$ cat src/rtl/id_ex_pipe_reg.sv
// -----------------------------------------------------------------------------
// id_ex_pipe_reg
//
// ID/EX pipeline register for the 16-bit RISC pipeline. Captures the decoded
// instruction, PC, operands and immediate from the decode stage. It also
// registers the ALU operand-conditioning controls (invA, invB, cin) so that the
// execute-stage ALU sees them aligned with its operands. The hazard unit can
// hold the register (stall) and branch/exception logic can kill the incoming
// instruction (flush). A flush or an empty decode slot loads a bubble.
//
// Edge priority: flush > stall > load.
//
// Parameters
//   DW          datapath width of PC, operands and immediate
//   NOP_INSTR   encoding presented on ex_instr for a bubble
//
// Ports
//   clk, rst_n              clock (rising edge), asynchronous active-low reset
//   id_valid                decode stage holds a real instruction
//   id_instr                decoded-stage instruction word
//   id_pc                   PC+2 of the instruction
//   id_rs_data, id_rt_data  register-file read data
//   id_imm                  extended immediate
//   stall                   hold EX contents this cycle
//   flush                   kill the instruction entering EX
//   id_ready                decode may advance (= ~stall)
//   ex_valid                EX holds a real instruction
//   ex_instr, ex_pc         registered instruction and PC
//   ex_a, ex_b, ex_imm      registered Rs data, Rt data and immediate
//   ex_invA, ex_invB        ALU invert operand A / operand B
//   ex_cin                  ALU carry-in
//
// Optional build feature (macro IDEX_STALL_CNT_EN)
//   stall_cnt_clr           synchronous clear of the stall counter
//   stall_cnt               saturating count of edges that held the register
// -----------------------------------------------------------------------------
module id_ex_pipe_reg #(
  parameter int          DW        = 16,
  parameter logic [15:0] NOP_INSTR = 16'h0800
) (
  input  logic          clk,
  input  logic          rst_n,
  input  logic          id_valid,
  input  logic [15:0]   id_instr,
  input  logic [DW-1:0] id_pc,
  input  logic [DW-1:0] id_rs_data,
  input  logic [DW-1:0] id_rt_data,
  input  logic [DW-1:0] id_imm,
  input  logic          stall,
  input  logic          flush,
  output logic          id_ready,
  output logic          ex_valid,
  output logic [15:0]   ex_instr,
  output logic [DW-1:0] ex_pc,
  output logic [DW-1:0] ex_a,
  output logic [DW-1:0] ex_b,
  output logic [DW-1:0] ex_imm,
  output logic          ex_invA,
  output logic          ex_invB,
  output logic          ex_cin
`ifdef IDEX_STALL_CNT_EN
  ,
  input  logic          stall_cnt_clr,
  output logic [15:0]   stall_cnt
`endif
);

  localparam logic [4:0] OP_SUBI  = 5'b01001;
  localparam logic [4:0] OP_ANDNI = 5'b01011;
  localparam logic [4:0] OP_ALU   = 5'b11011;
  localparam logic [1:0] FN_SUB   = 2'b01;
  localparam logic [1:0] FN_ANDN  = 2'b11;

  logic [4:0] op;
  logic [1:0] fn;
  logic       dec_inv_a;
  logic       dec_inv_b;
  logic       dec_cin;
  logic       load_bubble;

  assign op = id_instr[15:11];
  assign fn = id_instr[1:0];

  // Subtract computes Rt - Rs (or imm - Rs) as ~A + B + 1; and-not masks with ~B.
  // NOTE: every signal written here gets a default first so no latch is inferred.
  always_comb begin
    dec_inv_a = 1'b0;
    dec_inv_b = 1'b0;
    dec_cin   = 1'b0;
    if (op == OP_SUBI || (op == OP_ALU && fn == FN_SUB)) begin
      dec_inv_a = 1'b1;
      dec_cin   = 1'b1;
    end else if (op == OP_ANDNI || (op == OP_ALU && fn == FN_ANDN)) begin
      dec_inv_b = 1'b1;
    end
  end

  // A bubble also clears the controls, so ex_valid=0 always implies idle ALU controls.
  assign load_bubble = flush || (!stall && !id_valid);
  assign id_ready    = ~stall;

  // NOTE: sequential state uses non-blocking assignments so all registers sample
  // the same pre-edge values.
  always_ff @(posedge clk or negedge rst_n) begin
    if (!rst_n) begin
      ex_valid <= 1'b0;
      ex_instr <= NOP_INSTR;
      ex_pc    <= '0;
      ex_a     <= '0;
      ex_b     <= '0;
      ex_imm   <= '0;
      ex_invA  <= 1'b0;
      ex_invB  <= 1'b0;
      ex_cin   <= 1'b0;
    end else if (load_bubble) begin
      ex_valid <= 1'b0;
      ex_instr <= NOP_INSTR;
      ex_pc    <= '0;
      ex_a     <= '0;
      ex_b     <= '0;
      ex_imm   <= '0;
      ex_invA  <= 1'b0;
      ex_invB  <= 1'b0;
      ex_cin   <= 1'b0;
    end else if (!stall) begin
      ex_valid <= 1'b1;
      ex_instr <= id_instr;
      ex_pc    <= id_pc;
      ex_a     <= id_rs_data;
      ex_b     <= id_rt_data;
      ex_imm   <= id_imm;
      ex_invA  <= dec_inv_a;
      ex_invB  <= dec_inv_b;
      ex_cin   <= dec_cin;
    end
  end

`ifdef IDEX_STALL_CNT_EN
  // Counts only edges that actually held the register; a flushed stall does not.
  always_ff @(posedge clk or negedge rst_n) begin
    if (!rst_n) begin
      stall_cnt <= '0;
    end else if (stall_cnt_clr) begin
      stall_cnt <= '0;
    end else if (stall && !flush && stall_cnt != 16'hFFFF) begin
      stall_cnt <= stall_cnt + 16'd1;
    end
  end
`endif

endmodule

$ cat config.mk
export PLATFORM = sky130hd
export DESIGN_NAME = id_ex_pipe_reg
export DESIGN_NICKNAME = d
export VERILOG_FILES = /design/src/rtl/id_ex_pipe_reg.sv
export SDC_FILE = /design/constraint.sdc
export NUM_CORES = 1
export LEC_CHECK = 0
export CAP_MARGIN = 30
export CELL_PAD_IN_SITES_DETAIL_PLACEMENT = 1
export CELL_PAD_IN_SITES_GLOBAL_PLACEMENT = 1
export CORE_ASPECT_RATIO = 0.7
export CORE_UTILIZATION = 26
export CTS_CLUSTER_SIZE = 40
export DETAILED_ROUTE_END_ITERATION = 12
export PLACE_DENSITY_LB_ADDON = 0.1
export RECOVER_POWER = 100
export SYNTH_ARGS = -nofsm -noshare
export SYNTH_HDL_FRONTEND = slang
export SYNTH_SLANG_ARGS = --single-unit
$ cat constraint.sdc
create_clock -name clk -period 0.8 [get_ports clk]
set_input_delay 0.08 -clock clk [delete_from_list [all_inputs] [get_ports clk]]
set_output_delay 0.08 -clock clk [all_outputs]
set_load 0.005 [all_outputs]
# Word level (Yosys, flattened, before mapping)
# Cells that the tools add are included.
[totals] regBits=83 output_inout_bits=85 input_bits=85
[classes] bitwise_logic=1 reduce_logical=8 eq_ne=6 mux=19
[ops] cell="16-bit 2-to-1 mux" n=10
[ops] cell="5-bit by 4-bit == test with 1-bit output (second input constant)" n=2
[ops] cell="1-bit 2-to-1 mux" n=9
[ops] cell="5-bit == test (second input constant)" n=1
[ops] cell="1-bit logical AND" n=3
[ops] cell="1-bit logical OR" n=3
[ops] cell="2-bit by 1-bit == test with 1-bit output (second input constant)" n=1
[ops] cell="2-bit == test (second input constant)" n=1
[ops] cell="1-bit zero test" n=2
[ops] cell="2-bit by 1-bit != test with 1-bit output (second input constant)" n=1
[ops] cell="1-bit NOT" n=1

# Depth between registers and ports, before layout
# Gate-level depths: netlist (run 1).
[depth] ltp_word=7 mapped_depth=4 depth_no_buf=3

# Worst setup path before layout (run 1)
# Ideal clock, no wire load.
[synth_path] path_type="input-to-reg" from="in id_valid" to="reg ex_invB" cell_stages=4 path_slack_ps=-72 t_arrival_ps=751 n_path_buf=1 cell_sequence="nor3b_1 > buf_2 > and4b_1 > a32o_1"
[synth_between] elab_chain_len=4
[synth_rtl] element="start: declaration" line_no="43" rtl="input logic id_valid,"
[synth_rtl] element="1-bit zero test (*)" line_no="99" rtl="assign load_bubble = flush || (!stall && !id_valid);"
[synth_rtl] element="1-bit logical AND (*)" line_no="99"
[synth_rtl] element="1-bit logical OR (*)" line_no="99"
[synth_rtl] element="2-bit by 1-bit != test with 1-bit output (no line) or 1-bit 2-to-1 mux (tied branches)"
[synth_rtl] element="end signal: assignment" line_no="133" rtl="ex_invB <= dec_inv_b;"
[synth_rtl] element="end: declaration" line_no="59" rtl="output logic ex_invB,"
# Mark *: on every way between the ends. The rest lies on a longest branch, timed or not.
# A chain may end at the register's enable or synchronous reset.

# Worst setup path after layout (run 1)
[layout_path] from="reg ex_instr[11]" to="out ex_instr[11]"
[layout_rtl] element="start: declaration" line_no="53" rtl="output logic [15:0] ex_instr,"
[layout_rtl] element="start signal: assignment" line_no="127" rtl="ex_instr <= id_instr;"
# No word-level cell between the ends.

==> results.md, run 1 <==
* Placer congestion estimate at 0.6558
* YS warnings at 0
* CP Capture Type: primary output
* Remaining antenna violation count after routing at 0
* Die ar. at 11890 µm²
* GRT Resource Usage Total at 0.1678
* Avg Inst Size Synth at 15.26 µm²
* Clock tree buffer depth at 2
* Synth-to-Final Area Change at 74.70%
* Worst path slowest cell: dfstp_2
* Maximum clock rate at 0.9581 GHz
* Starting Density at 0.2684
* Layout cell share with drive strength beyond 1 at 0.3948
* Fin. max-slew vios at 0
* Largest net degree at the start of global routing at 38
* GR Overflow Total at 0
* CTS Buf Count at 9
* Worst slew margin at 0.6581
* Ant diodes at 0
* Port bufs at 169
* Status: finished with violations
* Hpwl dp at 6849 µm
* Final setup skew at 0 ps
* Top post-synthesis cells by area: dfrtp_1 69%, a22o_1 24%, buf_2 2.0%
* Power Dens Cells at 1864 nW/µm²
* Layout Cell Area excl Fill at 5200 µm²
* Core region area at 11090 µm²
* Fillcell total at 1205
* Cell taking the most area after synthesis: dfrtp_1
* CP Cell Sequence: buf_6
* Top delay family on crit path: flip-flops
* Worst-path clk slew at 60 ps
* CTS Root Cell: clkbuf_16
* Post-synthesis sequential area ratio at 0.6982
* Clk sinks at 83
* IO Count at 170
* H-Tree Depth at 3
* Cells after synthesis at 195
* Pre-CTS setup slack at -616.9 ps
* Number of setup violations in the final report at 158
* Synthesis-stage register bit count at 83
* Worst setup SP type: register
* Violated checks: setup timing
* Final worst setup slack at -243.7 ps
* Vias in the first global route at 2759
* Die height at 91.52 µm
* Fin cells at 576
* Distinct cells, synth at 16
* Tot Pwr at 9.693 mW
* Die span in x at 129.9 µm
* Cells after DPL at 536
* Synth top area share at 0.6894
* CTS tree: built
* RSZ-0062 raised after global routing: true
* Via density per instance at 4.521
* Initial DRC count at 93
* Fin crit period at 1044 ps
* Pleak at 2.735 nW
* Arr. time, crit path at 960 ps
* Worst Tran Pin Value at 512.9 ps
* Clk_lat worst skew at 330 ps
* Final Cycle Share at 1.305
* Syn nets at 280
* First drt pass iteration count at 4
* Worst path max stage delay at 540 ps
* Final Hold Fails at 0
* Worst hold path type: input port to register
* Antenna violations before repair at 0
* DR DRC count at 0
* IR drop worst, VDD at 0.9179 mV
* Total wire length at 9712 µm
* Worst Path Class, Setup: register to primary output
* CP required at 720 ps
* Final Net Count at 503
* First-pass GRT wire length at 14920 µm
* Worst Path Buf+Inv at 1
* Core Rows at 32
* Routed via count at 2604
* WL/cell at 16.86 µm
* Max FO, Critical Path at 2
* Maxcap violations at 0
* Mapped cell area at 2977 µm²
* Placed Instance Area at 5122 µm²
per-layer routing:
metal  GRT usage  wire length (µm)  vias to the layer above
li1            -                 -                     1192
met1      0.2302              4663                     1313
met2      0.2531              4418                       89
met3     0.05245               539                       10
met4     0.04651                91                        0
met5           0                 0                        -
synth_stat cells:
cell      number
a22o_1        80
a22oi_1        1
a32o_1         1
and4b_1        1
buf_2         12
buf_4          6
dfrtp_1       82
dfstp_2        1
inv_1          3
mux2i_1        1
nand2_1        2
nand4b_1       1
nor2_1         1
nor2_4         1
nor3b_1        1
o21ai_0        1
state kept, by name (all words and copies together), names as in the netlist:
name,cells
ex_imm,16
ex_instr,16
ex_invB,1
ex_a,16
ex_invA,1
ex_valid,1
ex_pc,16
ex_b,16
where the power goes:
| part | switching, mW | total, mW | internal, mW |
|---|---|---|---|
| combinational | 0.465 | 1.23 | 0.765 |
| clock | 1.61 | 4.03 | 2.42 |
| sequential | 0.0826 | 4.44 | 4.36 |
cells in the final DEF, fill, tap and decap left out, types with 2 or more instances in the layout:
cell,synthesis,routed
a22o_1,80,80
buf_12,0,7
buf_2,12,83
buf_4,6,43
buf_6,0,10
clkbuf_1,0,3
clkbuf_16,0,9
clkbuf_2,0,5
clkdlybuf4s50_1,0,79
dfrtp_1,82,82
inv_2,0,2
nand2_1,2,2
worst paths after layout:
path,from,endpoint,slack [ps],cells after the start
max in group asynchronous,rst_n,ex_instr[11],-40,3
hold reg to reg,ex_invB,ex_invB,500,1
min in group asynchronous,rst_n,ex_b[13],250,2
hold / removal,id_valid,ex_valid,20,3
setup reg to reg,ex_instr[11],ex_instr[11],-100,3
setup / recovery,ex_instr[11],ex_instr[11],-240,1
area by class of cell:
type / instances / area (µm²) / share of cell area
multi-input combinational: 91 / 792.0 / 0.1523
sequential: 83 / 2078 / 0.3997
clock buffer: 12 / 236.5 / 0.04548
inverter: 3 / 11.26 / 0.002166
tap: 153 / 191.4 / 0.03681
clock inverter: 4 / 51.30 / 0.009865
timing repair buffer: 230 / 1839 / 0.3537
cells by family after synthesis:
group,after synthesis,share of synthesized area
mux,1,0.003363
buf+inv,21,0.03909
simple gates,7,0.01639
compound gates,83,0.2430
flops,83,0.6982
stage by stage:
step	util	setup TNS [ps]	hold slack (ps)
CTS	0.4631	-12200	154.5
finish	0.4689	-11940	21.76
global route	0.4689	-23180	39.39
floorplan	-	-34.20	-215.6
detailed placement	0.4619	-59080	-25.11
global placement	0.4619	-56460	-26.60
what timing repair did:
action,in CTS,in global routing
resized for setup,349,14
buffers inserted,19,9
pin swaps,5,8
hold endpoints to repair,82,0
hold buffers,1,0
endpoints found under the setup margin,167,133
Power figures use the tool's default switching activity.
==> run 2: changes to the inputs <==
- GPL_ROUTABILITY_DRIVEN: default -> 0
==> results of run 2 <==
Final layout, timing and power as in run 1 (identical DEF).
==> run 3: changes to the inputs <==
- CORE_UTILIZATION: 26 -> 42
- DONT_BUFFER_PORTS: default -> 1
==> run 3 against run 2 <==
The run ends with hold timing, setup timing left. Cell count decreased by 34%. Clock-buffer cell count decreased by 2. Flip-flop and latch count unchanged. Die area decreased by 37%. Total power decreased by 11%. Routed wire length decreased by 11%. Combinational power decreased by 42%. Maximum frequency decreased by 2.1%. Core utilization increased by 15 points. Cell area decreased by 19%.
==> results.md, run 3 (synthesized netlist as in run 1, its figures left out) <==
* Number of setup violations in the final report at 87 (was 158)
* CP Cell Sequence: buf_6 (unchanged)
* Worst-path clk slew at 80 ps (was 60 ps)
* CTS Buf Count at 9 (unchanged)
* Via density per instance at 5.658 (was 4.521)
* CTS Root Cell: clkbuf_8 (was clkbuf_16)
* Vias in the first global route at 2294 (was 2759)
* Worst hold path type: input port to async pin (was input port to register)
* Final setup skew at 0 ps (unchanged)
* DR DRC count at 0 (unchanged)
* R2R Setup Slk at -110 ps (was -100 ps)
* CTS Hold Bufs at 83 (was 1)
* WL/cell at 22.66 µm (was 16.86 µm)
* IR drop worst, VDD at 1.048 mV (was 0.9179 mV)
* Worst path slowest cell: dfstp_2 (unchanged)
* Critical Path End: ex_instr[11] (unchanged)
* Routed via count at 2150 (was 2604)
* Worst setup SP type: register (unchanged)
* Power Dens Cells at 2041 nW/µm² (was 1864 nW/µm²)
* Final Cycle Share at 1.333 (was 1.305)
* Hpwl dp at 4642 µm (was 6849 µm)
* Initial DRC count at 67 (was 93)
* Worst Path Buf+Inv at 1 (unchanged)
* Setup TNS at -3273 ps (was -11940 ps)
* GR Overflow Total at 0 (unchanged)
* Final Net Count at 369 (was 503)
* Worst r2r src: ex_instr[11] (unchanged)
* Die ar. at 7433 µm² (was 11890 µm²)
* Multi-input logic area at 792.0 µm² (unchanged)
* Tot Pwr at 8.624 mW (was 9.693 mW)
* Clock tree buffer depth at 2 (unchanged)
* Levels on crit path at 1 (unchanged)
* Worst path max stage delay at 550 ps (was 540 ps)
* Clk sinks at 83 (unchanged)
* Core Rows at 25 (was 32)
* Status: finished with violations (unchanged)
* Synth-to-Final Area Change at 41.95% (was 74.70%)
* Worst slew margin at 0.8489 (was 0.6581)
* First-pass GRT wire length at 13100 µm (was 14920 µm)
* First drt pass iteration count at 4 (unchanged)
* Most frequent cells in the layout: 82 x dfrtp_1, 82 x dlygate4sd3_1, 80 x a22o_1 (was 83 x buf_2, 82 x dfrtp_1, 80 x a22o_1)
* Worst Tran Pin Value at 225.6 ps (was 512.9 ps)
* Port bufs at 0 (was 169)
* Launch point of the worst path: ex_instr[11] (unchanged)
* Clk_lat worst skew at 340 ps (was 330 ps)
* GRT Resource Usage Total at 0.2398 (was 0.1678)
* Final hold slack at -581.5 ps (was 21.76 ps)
* Final Hold Fails at 83 (was 0)
* Fin crit period at 1066 ps (was 1044 ps)
* Die height at 72.44 µm (was 91.52 µm)
* Maximum clock rate at 0.9378 GHz (was 0.9581 GHz)
* Fillcell total at 614 (was 1205)
* Maxcap violations at 0 (unchanged)
* RSZ-0062 raised after global routing: true (unchanged)
* CP required at 720 ps (about the same)
* Max FO, Critical Path at 2 (unchanged)
* Total wire length at 8610 µm (was 9712 µm)
* Die span in x at 102.6 µm (was 129.9 µm)
* Ant diodes at 0 (unchanged)
* Layout cell share with drive strength beyond 1 at 0.1049 (was 0.3948)
* Starting Density at 0.4385 (was 0.2684)
* R2R depth at 3 (unchanged)
* Top delay family on crit path: flip-flops (unchanged)
* IO Count at 170 (unchanged)
* Largest net degree at the start of global routing at 84 (was 38)
* R2R Path End: ex_instr[11] (unchanged)
* Core region area at 6788 µm² (was 11090 µm²)
* Antenna violations before repair at 0 (unchanged)
* Final worst setup slack at -266.3 ps (was -243.7 ps)
* H-Tree Depth at 3 (unchanged)
* Violated checks: hold timing, setup timing (was setup timing)
* Storage cell area at 2078 µm² (unchanged)
* Fin. max-slew vios at 0 (unchanged)
* Worst Path Class, Setup: register to primary output (unchanged)
* Remaining antenna violation count after routing at 0 (unchanged)
* Pleak at 2.007 nW (was 2.735 nW)
* CP Capture Type: primary output (unchanged)
* CTS tree: built (unchanged)
* Arr. time, crit path at 990 ps (was 960 ps)
[run 3: cell count changes in the layout (fill, tap and decap cells not counted), moves of 2 or more]
| cell | delta |
|---|---|
| buf_4 | -40 |
| clkbuf_16 | -9 |
| buf_12 | -2 |
| bufinv_16 | +2 |
| clkdlybuf4s50_1 | -79 |
| buf_6 | -6 |
| clkbuf_1 | -2 |
| buf_2 | -83 |
| dlygate4sd3_1 | +81 |
| clkbuf_8 | +9 |
| clkbuf_2 | -5 |
[run 3: timing repair]
action	in CTS	in global routing
endpoints found under the hold margin	165	83
setup buffers	2	1
resized for setup	3	4
cloned	0	0
setup endpoints to repair	85	89
pin swaps	0	1
[run 3: how the worst min path moves through the flow]
stage / endpoint / startpoint / cells after the start
2_1_floorplan: ex_a[0] / rst_n / 0
3_3_place_gp: ex_a[15] / rst_n / 0
3_5_place_dp: ex_b[15] / rst_n / 0
4_1_cts: ex_b[15] / rst_n / 0
5_1_grt: ex_instr[12] / rst_n / 0
6_report: ex_b[15] / rst_n / 0
[run 3: layout make-up]
type | count | area share
Sequential cell | 83 | 0.4919
Timing Repair Buffer | 96 | 0.2387
Multi-Input combinational cell | 91 | 0.1874
Clock buffer | 10 | 0.03020
Tap cell | 94 | 0.02784
Clock inverter | 3 | 0.02132
Inverter | 3 | 0.002665
[run 3: report_power, final]
group          internal [mW]  leakage (nW)  switching [mW]
logic                  0.453         0.770           0.266
clock network           2.03         0.108            1.39
registers               4.35          1.13           0.143
[run 3: worst reg2reg max path, stage by stage, from the launching register on]
cell and delay (ps):
dfstp_2 550, buf_4 110, inv_2 30, a22oi_2 150
[run 3: per-stage QoR]
step | util | instances | worst slack [ps] | cell area (µm²)
floorplan | - | 195 | -34.20 | 2977
global placement | 0.4614 | 281 | -123.3 | 3132
detailed placement | 0.4614 | 281 | -174.8 | 3132
CTS | 0.6197 | 379 | -282.6 | 4207
global route | 0.6225 | 380 | -313.2 | 4225
finish | 0.6225 | 380 | -266.3 | 4225
[run 3: per-layer routing]
layer | wire [µm] | up-vias | GRT usage
li1 | - | 921 | -
met1 | 3434 | 1107 | 0.2892
met2 | 4294 | 111 | 0.3985
met3 | 764 | 11 | 0.09827
met4 | 116 | 0 | 0.06508
met5 | 0 | - | 0
